--- config.mk ---
export PLATFORM = sky130hd
export DESIGN_NAME = branch_unit
export DESIGN_NICKNAME = d
export VERILOG_FILES = /design/src/rtl/branch_unit.sv
export SDC_FILE = /design/constraint.sdc
export NUM_CORES = 1
export LEC_CHECK = 0
export ABC_AREA = 1
export CORE_UTILIZATION = 37
export DETAILED_ROUTE_END_ITERATION = 12
export GPL_TIMING_DRIVEN = 0
export HOLD_SLACK_MARGIN = 0.12
export PLACE_DENSITY_LB_ADDON = 0.12
export SETUP_SLACK_MARGIN = 0.2
export SYNTH_ARGS = -nofsm -noshare
export SYNTH_HDL_FRONTEND = slang
export SYNTH_SLANG_ARGS = --single-unit
--- constraint.sdc ---
create_clock -name clk -period 3.2 [get_ports clk]
set_clock_uncertainty 0.1 [all_clocks]
set_input_delay 0.32 -clock clk [delete_from_list [all_inputs] [get_ports clk]]
set_output_delay 0.32 -clock clk [all_outputs]
set_load 0.01 [all_outputs]
--- src/rtl/branch_unit.sv ---
// Branch resolution unit: compares operands, computes the next PC, flags
// mispredicts, illegal opcodes and misaligned targets, and keeps saturating
// branch/mispredict statistics. One-deep result register, valid/ready on both sides.
module branch_unit #(
   parameter int unsigned XLEN  = 32,
   parameter int unsigned CNT_W = 16
) (
   input  logic             clk,
   input  logic             rst_n,
   input  logic             in_valid,
   output logic             in_ready,
   input  logic [2:0]       funct3,
   input  logic [XLEN-1:0]  rs1,
   input  logic [XLEN-1:0]  rs2,
   input  logic [XLEN-1:0]  pc,
   input  logic [XLEN-1:0]  imm,
   input  logic             pred_taken,
   input  logic             flush,
   input  logic             clr_cnt,
   output logic             out_valid,
   input  logic             out_ready,
   output logic             taken,
   output logic [XLEN-1:0]  redirect_pc,
   output logic             mispredict,
   output logic             illegal,
   output logic             misalign,
   output logic [CNT_W-1:0] cnt_branch,
   output logic [CNT_W-1:0] cnt_mispred
);

   localparam logic [CNT_W-1:0] CNT_MAX = '1;

   logic            eq_c;
   logic            lt_s_c;
   logic            lt_u_c;
   logic            legal_c;
   logic            cond_c;
   logic            taken_c;
   logic            mis_c;
   logic            mal_c;
   logic            accept_c;
   logic [XLEN-1:0] target_c;
   logic [XLEN-1:0] seq_c;
   logic [XLEN-1:0] redir_c;

   assign eq_c     = (rs1 == rs2);
   assign lt_s_c   = ($signed(rs1) < $signed(rs2));
   assign lt_u_c   = (rs1 < rs2);
   assign target_c = pc + imm;
   assign seq_c    = pc + XLEN'(4);

   // Decode funct3 into a branch condition; 010/011 are illegal.
   always_comb begin
      legal_c = 1'b1;
      cond_c  = 1'b0;
      case (funct3)
         3'b000:  cond_c = eq_c;
         3'b001:  cond_c = ~eq_c;
         3'b100:  cond_c = lt_s_c;
         3'b101:  cond_c = ~lt_s_c;
         3'b110:  cond_c = lt_u_c;
         3'b111:  cond_c = ~lt_u_c;
         default: legal_c = 1'b0;
      endcase
   end

   assign taken_c = legal_c & cond_c;
   assign redir_c = taken_c ? target_c : seq_c;
   assign mis_c   = legal_c & (taken_c ^ pred_taken);
   assign mal_c   = taken_c & (target_c[1:0] != 2'b00);

   // Accept only out of reset, without flush, and when the result slot frees up.
   assign in_ready = rst_n & ~flush & (~out_valid | out_ready);
   assign accept_c = in_valid & in_ready;

   // Result register: load on accept, drop on handshake or flush, hold otherwise.
   always_ff @(posedge clk) begin
      if (!rst_n) begin
         out_valid   <= 1'b0;
         taken       <= 1'b0;
         redirect_pc <= '0;
         mispredict  <= 1'b0;
         illegal     <= 1'b0;
         misalign    <= 1'b0;
      end else if (accept_c) begin
         out_valid   <= 1'b1;
         taken       <= taken_c;
         redirect_pc <= redir_c;
         mispredict  <= mis_c;
         illegal     <= ~legal_c;
         misalign    <= mal_c;
      end else if (flush || (out_valid && out_ready)) begin
         out_valid   <= 1'b0;
      end
   end

   // Saturating statistics; clear wins over a same-cycle increment.
   always_ff @(posedge clk) begin
      if (!rst_n || clr_cnt) begin
         cnt_branch  <= '0;
         cnt_mispred <= '0;
      end else if (accept_c) begin
         if (legal_c && (cnt_branch != CNT_MAX))
            cnt_branch <= cnt_branch + CNT_W'(1);
         if (mis_c && (cnt_mispred != CNT_MAX))
            cnt_mispred <= cnt_mispred + CNT_W'(1);
      end
   end

endmodule

==> results of run 1 <==
-- layout by cell type (no fill, tap or decap), drive strengths merged, types with 3 or more instances in the layout --
master         Yosys  layout
clkdlybuf4s50      0     206
clkinv             3       5
a21o               6       6
or2                3       3
nand3             68      68
nand2            215     215
o21a              12      12
o211ai            14      14
clkbuf            12      24
inv              154     155
nor2              84      84
a31oi              5       5
dfxtp             69      69
nor3              26      26
o21bai             7       7
a21oi             92      92
o21ai             51      51
nor4               9       9
xor2              48      48
xnor2             18      18
nand4             32      32
ha                66      66
buf               10      11
-- area by class of cell --
type,count,area share
repair buffers,209,0.222
flip-flops and latches,69,0.147
well taps,225,0.0299
inverters,157,0.0629
clock inverters,6,0.00679
diodes,1,0.000266
clock buffers,10,0.0244
multi-input cells,770,0.494
plain buffers,22,0.0134
-- layer usage --
metal | global-route usage | routed length (um) | vias up
li1 | - | - | 3838
met1 | 0.300 | 9880 | 3305
met2 | 0.391 | 10000 | 253
met3 | 0.0515 | 1790 | 18
met4 | 0.0581 | 250 | 0
met5 | 0 | 0 | -
-- worst min-delay path, cell delays in order --
cell	delay (ns)
buf_4	0.16
o21a_1	0.11
nand2_1	0.05
inv_1	0.03
-- power breakdown --
group | switching, mW | total [mW] | internal [mW]
Clock | 0.385 | 0.986 | 0.602
Sequential | 0.0164 | 0.902 | 0.885
Combinational | 0.560 | 1.03 | 0.471
-- timing repair --
| item | in CTS | in global routing |
|---|---|---|
| buffers inserted | 0 | 3 |
| resized for setup | 5 | 28 |
| endpoints found under the setup margin | 25 | 48 |
| pin swaps | 0 | 4 |
| endpoints found under the hold margin | 0 | 0 |
-- how the worst min path moves through the flow --
stage / slack, ns / to / from / cells after the start
after floorplan: 0.34 / out_valid / in_valid / 2
after global placement: 0.35 / redirect_pc[4] / redirect_pc[4] / 2
after detailed placement: 0.36 / redirect_pc[16] / redirect_pc[16] / 2
after CTS: 0.28 / redirect_pc[22] / rst_n / 4
after global routing: 0.29 / redirect_pc[22] / rst_n / 4
final: 0.28 / redirect_pc[22] / rst_n / 4
-- logic make-up (layout without fill, tap and decap cells) --
family,Yosys count,in the layout
AND/OR/NAND/NOR,441,441
flip-flops,69,69
buffers and inverters,179,404
other,0,1
XOR/XNOR,66,66
AO/OA/AOI/OAI,196,196
adder cells (fa/ha/maj),67,67
-- through the flow --
stage                     utilization  cell area [um2]  power [mW]
final                           0.540             9400        2.92
after global placement          0.515             8970        1.89
after floorplan                     -             6630        1.47
after detailed placement        0.515             8970        1.90
after global routing            0.540             9400        3.09
after CTS                       0.532             9270        2.91
-- registers in the layout, indices dropped and copies added (netlist names) --
name,count
illegal,1
cnt_mispred,16
cnt_branch,16
redirect_pc,32
misalign,1
out_valid,1
taken,1
mispredict,1
==> flow_metrics.tcl, run 1 <==
set metrics [dict create \
    status "completed" \
    synth_top_area_share 0.208 \
    multi_input_area_um2 4640 \
    cts-hold-fix-buffers 0 \
    die_h_um 136 \
    crit_type "primary input to flop" \
    slowest_delay_ns 0.52 \
    dr.pass1.iters 5 \
    start_util 0.381 \
    yosysSeqAreaShare 0.208 \
    fin_crit_ns 2.99 \
    grt_setup_unrepaired "yes" \
    cts_tree "done" \
    fin_tns_setup_ns 0 \
    worstPathCellList "clkdlybuf4s50_1, ha_1, nand2_1, a31oi_1, a21oi_2, o21ai_0, nand2_1, o21ai_0, xor2_1, nand2_1, nand3_1, o211ai_1, inv_1" \
    grt_pass1_wl_um 33600 \
    path_clk_slew_ns 0.06 \
    avgSynthCellArea_um2 6.51 \
    period_share 0.934 \
    num-nets-final 1443 \
    cts_buffer_depth 2 \
    regArea_um2 1380 \
    cp_top_family "compound AO/OA/AOI/OAI gates" \
    grt.overflow.total 0 \
    rr_endpoint "cnt_mispred[5]" \
    grt_max_degree 13 \
    syn-num-nets 1223 \
    reg2reg_slack_ns 0.73 \
    drtIter0Drc 394 \
    reg2reg_depth 10 \
    yosysWarnings 0 \
    cp-endpoint "redirect_pc[24]" \
    whs_ns 0.285 \
    critPathArrivalTime_ns 3.16 \
    worst_pin_slew_ns 0.612 \
    synth-xor-area-share 0.0872 \
    hold_path.class "primary input to flop" \
    crit_path_start "pc[2]" \
    drive_above_1_share 0.0579 \
    yosys.area_share.adder 0.128 \
    dieArea_um2 18500 \
    clock_latency_ns 0.33 \
    setup_ws_ns 0.212 \
    portBuffers 206 \
    synthMuxAreaShare 0 \
    timing.rr.start "cnt_mispred[0]" \
    synthTopCellsByCount "212 x nand2_1, 151 x inv_1, 90 x a21oi_1" \
    critical_path_required_ns 3.38 \
    grt_use_total 0.233 \
    power.leakage_nw 4.08 \
    ys_types 51 \
    cts_made_buffers 9 \
    vias 7414 \
    wire_per_inst_um 14.9 \
    synth-simple-area-share 0.301 \
    synth_top_family_by_area "simple AND/OR/NAND/NOR gates" \
    synth_compound_area_frac 0.171 \
    synth_most_common_cell "nand2_1" \
    coreArea_um2 17400 \
    dp_hpwl_um 17900 \
    area_delta_synth_final_pct 41.9 \
    synth_top_area_cell "dfxtp_1" \
    end_kind "flop" \
    finalHoldViolCount 0 \
    finalSetupViolCount 0 \
    power_density_nw_per_um2 310 \
    cts_max_level 3 \
    grt_pass1_vias 6788 \
    dpl.cell_count 1449 \
    cp_slowest_cell "clkdlybuf4s50_1" \
    n_fill_cell 1797 \
    wirelength_um 22000 \
    crit_cells 13 \
    relSlewSlack 0.592 \
    die_x_um 136 \
    fmax_mhz 335 \
    maxCapViolations 0 \
    synth_area_leaders "dfxtp_1 21%, ha_1 12%, nand2_1 12%" \
    via_per_inst 5.05 \
    clock_sinks 69 \
    synth-edff-count 0 \
    final-max-slew-violation-count 0 \
    cts_root_buf "clkbuf_16" \
    fin_cells 1469 \
    cp_common_cell "nand2_1" \
    path_buf_inv 2 \
    path_max_fanout 5 \
    async_flop_share 0 \
    ir_worst_vdd_v 0.000264 \
    io_pins 208 \
    netlist_instances 1018 \
    num_rows 48 \
    place_ws_ns -0.251 \
    antenna_found_initial 0 \
    ys_ff_latch 69 \
    synth_ff_type "dfxtp_1" \
    start_kind "primary input" \
    gp_congestion 0.948 \
    netlist_area_um2 6630 \
    drcViolationCount 0 \
    drtAntennaViolNets 0 \
]
(Power assumes the default switching activity.)
==> run 2, diff against run 1 <==
Settings changed: ABC_AREA 1 to default, CTS_BUF_LIST from default to sky130_fd_sc_hd__clkbuf_4 sky130_fd_sc_hd__clkbuf_8.
Clock period 3.2 ns to 3.1 ns, I/O delays scaled along.
==> flow_metrics.tcl, run 2 <==
set metrics [dict create \
    synth_area_leaders "dfxtp_1 23%, ha_1 14%, xor2_1 6.5%" \
    slowest_delay_ns 0.52 \
    p_int_mw 1.75 \
    drcViolationCount 0 \
    period_share 0.922 \
    maxCapViolations 0 \
    relSlewSlack 0.439 \
    die_h_um 128 \
    grt_use_total 0.236 \
    clock_power_share 0.246 \
    clock_latency_ns 0.34 \
    grt_pass1_wl_um 31000 \
    vias 6496 \
    antenna_found_initial 0 \
    num_rows 45 \
    area_delta_synth_final_pct 54.7 \
    mostFrequentLayoutCells "141 x clkdlybuf4s50_1, 69 x dfxtp_1, 68 x o21ai_0, 65 x a21oi_1, 61 x nor2_1" \
    portBuffers 207 \
    reg2reg_depth 8 \
    start_util 0.384 \
    cp_slowest_cell "or4b_4" \
    ys_ff_latch 69 \
    whs_endpoint "redirect_pc[0]" \
    drive_above_1_share 0.156 \
    grt_pass1_vias 6285 \
    final-max-slew-violation-count 0 \
    async_flop_share 0 \
    dieArea_um2 16500 \
    wirelength_um 19200 \
    clock_sinks 69 \
    cp_top_family "simple AND/OR/NAND/NOR gates" \
    netlist_instances 777 \
    hold_start "pc[0]" \
    cts-hold-fix-buffers 0 \
    wire_per_inst_um 15.6 \
    cts_root_buf "clkbuf_8" \
    gp_congestion 0.860 \
    n_fill_cell 1449 \
    netlist_area_um2 5900 \
    power_density_nw_per_um2 294 \
    coreArea_um2 15400 \
    grt_setup_unrepaired "yes" \
    power.leakage_nw 3.60 \
    syn-num-nets 982 \
    grt_max_degree 14 \
    finalHoldViolCount 0 \
    end_kind "flop" \
    fin_cells 1227 \
    critPathArrivalTime_ns 3.03 \
    finalSetupViolCount 0 \
    status "completed" \
    top_regs "redirect_pc: 32 flops, cnt_branch: 16 flops, cnt_mispred: 16 flops" \
    dpl.cell_count 1195 \
    cts_buffer_depth 2 \
    seqPwrFrac 0.350 \
    synth_top_area_cell "dfxtp_1" \
    worst_pin_slew_ns 0.834 \
    via_per_inst 5.29 \
    cts_tree "done" \
    whs_ns 0.229 \
    synth_ff_type "dfxtp_1" \
    combPwrFrac 0.404 \
    worstPathCellList "buf_6, ha_4, nand4_1, buf_4, nor3_4, a221o_1, a211oi_2, or4b_4, nand3_4, xnor2_4, buf_6, or4_1, a21oi_1" \
    io_pins 208 \
    holdPathStages 3 \
    crit_cells 13 \
    cts_made_buffers 9 \
    drtIter0Drc 349 \
    yosysWarnings 0 \
    ys_types 53 \
    cts_max_level 3 \
    start_kind "primary input" \
    fin_crit_ns 2.86 \
    synth_top_area_share 0.234 \
    largest_register_ffs 32 \
    yosysSeqAreaShare 0.234 \
    hold_path.class "primary input to flop" \
    final_common_cell "clkdlybuf4s50_1" \
    n_antenna_cell 0 \
    critical_path_required_ns 3.27 \
    dp_hpwl_um 14800 \
    reg2reg_slack_ns 0.59 \
    switching_share 0.349 \
    path_buf_inv 3 \
    synthTopCellsByCount "72 x a21oi_1, 70 x o21ai_0, 69 x dfxtp_1" \
    grt.overflow.total 0 \
    avgSynthCellArea_um2 7.59 \
    synth_most_common_cell "a21oi_1" \
    dr.pass1.iters 5 \
    drtAntennaViolNets 0 \
    top_register "redirect_pc" \
    fmax_mhz 350 \
    timing.rr.start "cnt_mispred[6]" \
    die_x_um 128 \
    path_clk_slew_ns 0.08 \
    ir_worst_vdd_v 0.000185 \
    crit_type "primary input to flop" \
    cp_common_cell "buf_6" \
    switchingPower_mw 0.936 \
    path_max_fanout 5 \
    synth-edff-count 0 \
    rr_endpoint "cnt_mispred[9]" \
    num-nets-final 1216 \
]
==> run 2: through the flow <==
step / setup TNS (ns) / area, um2 / setup WS, ns / util / total power, mW
after floorplan: 0 / 5920 / 0.209 / - / 1.48
after global placement: -34.92 / 8250 / -0.786 / 0.537 / 1.90
after detailed placement: -34.89 / 8250 / -0.780 / 0.537 / 1.90
after CTS: 0 / 8950 / 0.203 / 0.582 / 2.66
after global routing: 0 / 9130 / 0.176 / 0.594 / 2.85
final: 0 / 9130 / 0.243 / 0.594 / 2.68
==> run 2: cell type report <==
class / instances / area [um2] / area share
timing repair buffer: 223 / 2110 / 0.231
clock buffer: 9 / 124 / 0.0136
buffer: 27 / 161 / 0.0177
sequential: 69 / 1380 / 0.151
inverter: 45 / 176 / 0.0193
multi-input combinational: 636 / 4860 / 0.532
tap: 211 / 264 / 0.0289
clock inverter: 7 / 50.0 / 0.00548
==> run 2: routing by layer <==
layer  up-vias  share of wire  global-route usage
li1       3330              -                   -
met1      2975           0.45               0.300
met2       170           0.49               0.416
met3        21          0.044              0.0330
met4         0          0.016              0.0581
met5         -              0                   0
==> run 2: power by group through the flow <==
stage	Combinational [mW]	Sequential, mW	Clock [mW]
after floorplan	0.509	0.970	0
after global placement	0.940	0.959	0
after detailed placement	0.940	0.960	0
after CTS	1.05	0.939	0.680
after global routing	1.19	0.942	0.720
final	1.08	0.939	0.661
==> run 2: how the worst max path moves through the flow <==
stage                        from               to  slack [ns]
after floorplan           rs2[31]  cnt_mispred[10]        0.21
final                     rs1[23]  cnt_mispred[10]        0.24
after global routing       rs1[5]  cnt_mispred[10]        0.18
after detailed placement  rs2[31]  redirect_pc[26]       -0.78
after CTS                   pc[4]  redirect_pc[25]        0.20
after global placement    rs2[30]  redirect_pc[31]       -0.79
==> run 2: logic make-up (layout without fill, tap and decap cells) <==
| family | after synthesis | in the layout | share of synthesized area |
|---|---|---|---|
| mux | 5 | 5 | 0.00848 |
| flops | 69 | 69 | 0.234 |
| compound gates | 234 | 234 | 0.241 |
| xor+xnor | 66 | 66 | 0.0980 |
| fa+ha+maj | 67 | 67 | 0.143 |
| buf+inv | 72 | 311 | 0.0475 |
| simple gates | 264 | 264 | 0.228 |
==> run 2: worst register-to-register path: cells and delay by family, from the launching register on <==
| family | cells | cell delay [ns] |
|---|---|---|
| DFF | 1 | 0.37 |
| and+or+nand+nor | 7 | 1.90 |
| AOI/OAI and AO/OA | 1 | 0.08 |
==> run 2: what timing repair did <==
action | 4_1_cts | 5_1_grt
pin swaps | 52 | 41
endpoints found under the hold margin | 0 | 0
gates resized for setup | 203 | 53
cloned | 1 | 0
setup endpoints to repair | 61 | 43
setup buffers | 14 | 1
